===== src/rtl/sd_host_sched.sv =====
// rtl/sd_host_sched.sv - SPI-mode SD host scheduler: power-up, init retry, request dispatch, card line mux
module sd_host_sched #(
  parameter int PWRUP_CYC  = 80,
  parameter int INIT_RETRY = 3,
  parameter int TIMEOUT    = 500000
) (
  input  logic        SD_CLK,
  input  logic        rst_n,
  input  logic        rd_req,
  input  logic        wr_req,
  input  logic [31:0] addr,
  output logic        req_ack,
  output logic        ready,
  output logic        done,
  output logic        status,
  output logic        fail,
  output logic        init_start,
  input  logic        init_o,
  input  logic        init_fail,
  output logic        rd_start,
  output logic        wr_start,
  output logic [31:0] op_addr,
  input  logic        rd_done,
  input  logic        rd_err,
  input  logic        wr_done,
  input  logic        wr_err,
  input  logic        init_cs,
  input  logic        init_mosi,
  input  logic        rd_cs,
  input  logic        rd_mosi,
  input  logic        wr_cs,
  input  logic        wr_mosi,
  output logic        sd_cs,
  output logic        sd_mosi
);

  typedef enum logic [2:0] {S_PWRUP, S_INIT, S_IDLE, S_READ, S_WRITE, S_FAIL} state_t;

  localparam logic [23:0] PWRUP_LOAD = 24'(PWRUP_CYC - 1);
  localparam logic [23:0] TMO_LAST   = 24'(TIMEOUT - 1);
  localparam logic [3:0]  RETRY_MAX  = 4'(INIT_RETRY);

  state_t      state, state_d;
  logic [23:0] tcnt, tcnt_d;
  logic [3:0]  retry, retry_d;
  logic        last, last_d;
  logic [31:0] op_addr_d;
  logic        req_ack_d, done_d, status_d, init_start_d, rd_start_d, wr_start_d;
  logic        eng_done, eng_err, grant_rd;

  assign eng_done = (state == S_WRITE) ? wr_done : rd_done;
  assign eng_err  = (state == S_WRITE) ? wr_err  : rd_err;
  // last = 1 means the previous grant was a write, so read wins the next tie
  assign grant_rd = rd_req && (!wr_req || last);

  always_ff @(posedge SD_CLK or negedge rst_n) begin
    if (!rst_n) begin
      state      <= S_PWRUP;
      tcnt       <= PWRUP_LOAD;
      retry      <= '0;
      last       <= 1'b1;
      op_addr    <= '0;
      req_ack    <= 1'b0;
      done       <= 1'b0;
      status     <= 1'b0;
      init_start <= 1'b0;
      rd_start   <= 1'b0;
      wr_start   <= 1'b0;
    end else begin
      state      <= state_d;
      tcnt       <= tcnt_d;
      retry      <= retry_d;
      last       <= last_d;
      op_addr    <= op_addr_d;
      req_ack    <= req_ack_d;
      done       <= done_d;
      status     <= status_d;
      init_start <= init_start_d;
      rd_start   <= rd_start_d;
      wr_start   <= wr_start_d;
    end
  end

  always_comb begin
    state_d      = state;
    tcnt_d       = tcnt;
    retry_d      = retry;
    last_d       = last;
    op_addr_d    = op_addr;
    req_ack_d    = 1'b0;
    done_d       = 1'b0;
    status_d     = 1'b0;
    init_start_d = 1'b0;
    rd_start_d   = 1'b0;
    wr_start_d   = 1'b0;
    case (state)
      S_PWRUP: begin
        if (tcnt == '0) begin
          state_d      = S_INIT;
          init_start_d = 1'b1;
          tcnt_d       = '0;
        end else begin
          tcnt_d = tcnt - 24'd1;
        end
      end
      S_INIT: begin
        if (init_o) begin
          state_d = S_IDLE;
        end else if (init_fail || tcnt == TMO_LAST) begin
          retry_d = retry + 4'd1;
          if (retry_d < RETRY_MAX) begin
            state_d = S_PWRUP;
            tcnt_d  = PWRUP_LOAD;
          end else begin
            state_d = S_FAIL;
          end
        end else begin
          tcnt_d = tcnt + 24'd1;
        end
      end
      S_IDLE: begin
        if (rd_req || wr_req) begin
          op_addr_d = addr;
          req_ack_d = 1'b1;
          tcnt_d    = '0;
          last_d    = !grant_rd;
          if (grant_rd) begin
            state_d    = S_READ;
            rd_start_d = 1'b1;
          end else begin
            state_d    = S_WRITE;
            wr_start_d = 1'b1;
          end
        end
      end
      S_READ, S_WRITE: begin
        // an engine pulse on the timeout edge still reports its own outcome
        if (eng_err || eng_done) begin
          done_d   = 1'b1;
          status_d = eng_err;
          state_d  = S_IDLE;
        end else if (tcnt == TMO_LAST) begin
          done_d   = 1'b1;
          status_d = 1'b1;
          state_d  = S_IDLE;
        end else begin
          tcnt_d = tcnt + 24'd1;
        end
      end
      S_FAIL: ;
      default: state_d = S_PWRUP;
    endcase
  end

  assign ready = (state == S_IDLE);
  assign fail  = (state == S_FAIL);

  always_comb begin
    sd_cs   = 1'b1;
    sd_mosi = 1'b1;
    case (state)
      S_INIT:  begin sd_cs = init_cs; sd_mosi = init_mosi; end
      S_READ:  begin sd_cs = rd_cs;   sd_mosi = rd_mosi;   end
      S_WRITE: begin sd_cs = wr_cs;   sd_mosi = wr_mosi;   end
      default: ;
    endcase
  end

endmodule


===== config.mk =====
export PLATFORM = sky130hd
export DESIGN_NAME = sd_host_sched
export DESIGN_NICKNAME = d
export VERILOG_FILES = /design/src/rtl/sd_host_sched.sv
export SDC_FILE = /design/constraint.sdc
export NUM_CORES = 1
export LEC_CHECK = 0
export CORE_MARGIN = 5
export CORE_UTILIZATION = 45
export CTS_CLUSTER_SIZE = 8
export DETAILED_ROUTE_END_ITERATION = 8
export PLACE_DENSITY = 0.75
export SYNTH_ARGS = -nofsm -noshare
export SYNTH_HDL_FRONTEND = slang
export SYNTH_SLANG_ARGS = --single-unit

===== constraint.sdc =====
create_clock -name SD_CLK -period 2.3 [get_ports SD_CLK]
set_input_delay 0.46 -clock SD_CLK [delete_from_list [all_inputs] [get_ports SD_CLK]]
set_output_delay 0.46 -clock SD_CLK [all_outputs]
set_load 0.005 [all_outputs]

Word level (Yosys, flattened, before mapping)
Index checks and enable logic that the tools add are counted.
Storage, ports and cells
  memories kept: 0
  logic and storage cells: 82
  output and inout bits: 42
  input port bits: 48
  bits in read-only memories: 0
  bits in latches: 0
  bits in registers: 70
  RAM bits: 0
Operators by class
  multiply operators: 0
  add/subtract/negate cells: 3
  shift operators: 0
  reductions and logical operators: 15
  muxes and demuxes: 36
  bitwise gates (word level): 2
  divide/modulo/power cells: 0
  $lt $le $gt $ge: 1
  eq/ne operators: 14
Operators by type and width (number)
  $mux W24: 7
  $pmux W24 S4: 1
  $add A24 B1 Y24 const B: 1
  $eq A24 B19 Y1 const B: 1
  $logic_not A24 Y1: 1
  $mux W3: 8
  $sub A24 B1 Y24 const B: 1
  $mux W1: 17
  $pmux W3 S5: 1
  $ne A3 B3 Y1 const B: 3
  $ne A2 B2 Y1 const B: 4
  $eq A3 B2 Y1 const B: 2
  $eq A3 B3 Y1 const B: 2
  $pmux W1 S3: 2
  $reduce_and A6 Y1: 1
  $reduce_and A5 Y1: 1
  $add A4 B1 Y4 const B: 1
  $logic_or A1 B1 Y1: 4
  $lt A4 B2 Y1 const B: 1
  $reduce_bool A4 Y1: 1
  $eq A3 B1 Y1 const B: 1
  $logic_not A3 Y1: 1
  $reduce_and A3 Y1: 1
  $logic_not A1 Y1: 2
  5 further kinds: 6

Logic depth before layout (Yosys ltp)
  depth after elaboration: 6
  depth in mapped cells: 9
  gate-level depth less buffers: 8

Worst setup path before layout
OpenSTA, ideal clock, no wires.
  path type: reg2reg
  from: reg tcnt[8]
  to: reg tcnt[20]
  cell stages (with the launch flop): 10
  required time: 2235 ps
  arrival: 2440 ps
  setup time: 65 ps
  slack: -204 ps
  clock period less this slack: 2504 ps
  buffers on the path: 3
  path through: dfrtp_1 buf_6 or4_4 or3_1 buf_2 or2_0 buf_2 or4_1 a21oi_1 o21a_1
Between the ends
  cells in the longest elaborated chain, start to end: 5
  elaborated cells between the ends (all ways): 14
  those cells by class: add/sub: 2; eq/ne: 3; mux: 6; reduce/logical: 3
Ends and longest elaborated chain
  start: declaration: line 44  | logic [23:0] tcnt, tcnt_d;
  start signal: assignment: line 71  | tcnt <= tcnt_d;
  branches (longest 5 deep; another with $add A24 B1 Y24)
Parallel ways; which one is timed is not known. The select of a mux whose other input is x is not followed.
A chain may end at the register's enable or synchronous reset.

Worst setup path after layout
  from: reg tcnt[9]
  to: reg tcnt[22]
Same word-level chain as after synthesis.

==> run_results.csv <==
group,metric,value,unit
route,met2WireLength,6280,um
pwr,pwr-share-seq,23.9,%
sta,final.setup.tns,-1260,ps
worst_setup_path,path_cells,"or4_4 > or3_4 > o31a_4 > buf_6 > o31a_1 > o31ai_1 > o21ai_1",
synth,synth_edf_count,0,
placed_design,place_congestion,0.917,
worst_setup_path,ff2ff_path_depth,7,
cells_and_area,fin_nets,617,
route,first_pass_iters,5,
worst_setup_path,worstSetupPathType,"flip-flop to flip-flop",
worst_setup_path,regToRegEndpoint,"tcnt[22]",
sta,final-setup-viol-count,22,
clock_tree,htreeDepth,3,
synth,synth_common_cells,"dfrtp_1, mux2_2, nor2_1",
sta,setup_ws,-111,ps
synth,yosysWarnings,0,
synth,synth-compound-area-share,18.5,%
sta,tightest_slew,577,ps
cells_and_area,area_delta_synth_final,48.8,%
cells_and_area,num-fill-cells,664,
synth,async_reset_ff_share,100,%
worst_setup_path,end_kind,"flip-flop",
worst_setup_path,cpMaxStageDelayCell,"or4_4",
sta,timing.final.max_slew_violations,0,
sta,layout_worst_path_cycle_share,105,%
global_routing,grt_max_degree,64,
die,io_pins,90,
synth,synth_area_leader_cell,"dfrtp_1",
cells_and_area,diodes,0,
synth,synth_top_family_by_area,"simple AND/OR/NAND/NOR gates",
sta,layout_min_cycle_time,2410,ps
die,die_w,105,um
synth,syn_nets,473,
worst_setup_path,crit_arrival,2630,ps
synth,synth_cells,420,
route,drc,0,
sta,slew_headroom,61.2,%
clock_tree,cts_made_buffers,9,
synth,ys_ff_latch,70,
die,die_h,105,um
route,antenna_left,0,
clock_tree,clock_path_buffers,2,
synth,synth_most_common_cell,"dfrtp_1",
worst_setup_path,cp_max_fo,7,
die,row_count,34,
pwr,switching_share,42.1,%
route,via_count,4068,
route,wl_met3,903,um
pwr,leakage,2.52,nW
worst_setup_path,crit_required,2520,ps
sta,skew,10.1,ps
synth,synth-xor-area-share,1.51,%
synth,avgSynthCellArea,9.65,um2
worst_setup_path,worstSetupStartpointType,"flip-flop",
route,wl_met1,5560,um
synth,syn_area,4050,um2
flow_run,cap_violations,0,
route,wl_per_cell,19.1,um
placed_design,hpwl,9100,um
clock_tree,cts_root_buffer,"clkbuf_8",
synth,synth_area_leaders,"dfrtp_1, mux2_2, dfstp_2",
die,core_area,8760,um2
clock_tree,cts_tree,"built",
clock_tree,cts.sinks,70,
synth,synth_fa_ha_area_share,1.54,%
global_routing,grtUsageTotal,22.5,%
sta,rsz0062_at_grt,"true",
outcome,outcome,"complete, but fails checks",
clock_tree,clk_pin_slew_worst_paths,80,ps
route,top_layer_used,"met4",
global_routing,grt_pass1_vias,4030,
synth,yosysTopAreaCellShare,39.5,%
pwr,pwr-share-comb,66.3,%
sta,hold_violations,0,
pwr,intPower,5.41,mW
global_routing,grt_pass1_wl,20400,um
sta,hold-worst-slack,504,ps
outcome,violations,"setup timing",
global_routing,grt_overflow,0,
pwr,p_clk_share,9.8,%
placed_design,port_buffers,89,
worst_setup_path,crit_path_max_incr_delay,530,ps
pwr,vdd_ir_drop_max,786,uV
worst_setup_path,reg2reg_setup_slack,-110,ps
worst_setup_path,rr_startpoint,"tcnt[9]",
global_routing,grt_antenna_before_repair,0,
route,drt_wl_total,12900,um
die,dieArea,11000,um2
pwr,p_per_area,1550,nW/um2
route,vias_per_cell,6.01,
worst_hold_path,hold_path_class,"input pin to asynchronous set/reset pin",
cells_and_area,drive_gt1_share,31.8,%
sta,fmax,0.415,GHz
synth,seq_area_frac_synth,43.4,%
synth,yosys.area_share.simple,20.1,%
route,drt_iter0_drc,232,
synth,muxShareOfSynthArea,10.7,%
pwr,switchingPower,3.92,mW
synth,yosys_most_used_dff,"dfrtp_1",
die,initial_utilization,46.3,%
synth,ys_types,57,
clock_tree,insertion_delay,340,ps
placed_design,dp_worst_setup_slack,-179,ps
==> registers in the layout, indices dropped and copies added, names as in the netlist, 3 cells and up <==
signal	flops
op_addr	32
tcnt	24
retry	4
state	3
==> placed cells by master, fill, tap and decap left out, types with 5 or more instances in the layout <==
master	synthesis	layout
nor2_2	0	5
clkdlybuf4s50_1	0	84
o31ai_1	15	11
nor4_1	11	9
a21oi_1	23	21
nand2_1	22	22
buf_6	1	9
buf_4	0	61
o22ai_1	10	10
nor3_1	14	12
o21ai_1	0	10
buf_12	0	6
nand4_1	7	7
nor2_1	28	23
or4_4	1	5
a221oi_2	0	5
or3_1	10	9
dfstp_2	6	6
inv_1	8	8
o21ai_0	20	9
dfrtp_1	64	63
nand3_1	14	14
and3_1	6	6
clkbuf_8	0	9
mux2_2	35	32
==> worst max-delay path: cells and delay by family (launching register included) <==
kind / cells / cell delay [ps]
and+or+nand+nor: 2 / 1000
AOI/OAI and AO/OA: 4 / 740
DFF: 1 / 410
buffers and inverters: 1 / 150
==> power by group through the flow <==
stage,Clock (mW),Combinational (mW),Sequential (mW)
2_1_floorplan,0,3.11,2.21
3_3_place_gp,0,5.18,2.22
3_5_place_dp,0,5.32,2.26
4_1_cts,0.933,5.47,2.22
5_1_grt,0.997,6.60,2.30
6_report,0.912,6.19,2.23
==> layer usage <==
metal  vias to the layer above  GRT usage (%)
met3                        17           4.19
li1                       1874              -
met4                         0           7.58
met2                       192           37.4
met1                      1985           29.6
met5                         -              0
==> per-stage QoR <==
| step | cell area (um2) | util (%) | instances | power (mW) |
|---|---|---|---|---|
| 2_1_floorplan | 4160 | - | 420 | 5.32 |
| 3_3_place_gp | 5560 | 63.4 | 649 | 7.40 |
| 3_5_place_dp | 5560 | 63.4 | 649 | 7.58 |
| 4_1_cts | 5790 | 66.0 | 670 | 8.63 |
| 5_1_grt | 6030 | 68.8 | 677 | 9.90 |
| 6_report | 6030 | 68.8 | 677 | 9.33 |
==> kinds of logic after synthesis <==
kind of cell             after synthesis
AO/OA/AOI/OAI                        111
XOR/XNOR                               7
AND/OR/NAND/NOR                      147
adder cells (fa/ha/maj)                5
flip-flops                            70
multiplexers                          39
buffers and inverters                 41
==> worst max path at each step <==
| stage | end | startpoint | slack, ps |
|---|---|---|---|
| after detailed placement | state[0] | tcnt[9] | -180 |
| after CTS | tcnt[17] | tcnt[9] | -150 |
| after floorplan | tcnt[20] | tcnt[8] | -190 |
| after global routing | tcnt[22] | tcnt[9] | -160 |
| final | tcnt[22] | tcnt[9] | -110 |
| after global placement | tcnt[20] | tcnt[9] | -140 |
==> what timing repair did <==
item	CTS	global route
endpoints found under the setup margin	28	29
pin swaps	10	19
setup buffers	4	6
hold buffers	1	0
endpoints found under the hold margin	7	0
cloned	0	1
gates resized for setup	10	47
==> final cells by class <==
cell class	count	area (um2)	area share, %
Clock inverter	6	47.5	0.788
Clock buffer	10	128	2.12
Tap cell	108	135	2.24
Multi-Input combinational cell	309	2360	39.2
Sequential cell	70	1760	29.2
Inverter	8	30.0	0.498
Timing Repair Buffer	166	1570	26.0
Power figures use the tool's default switching activity.
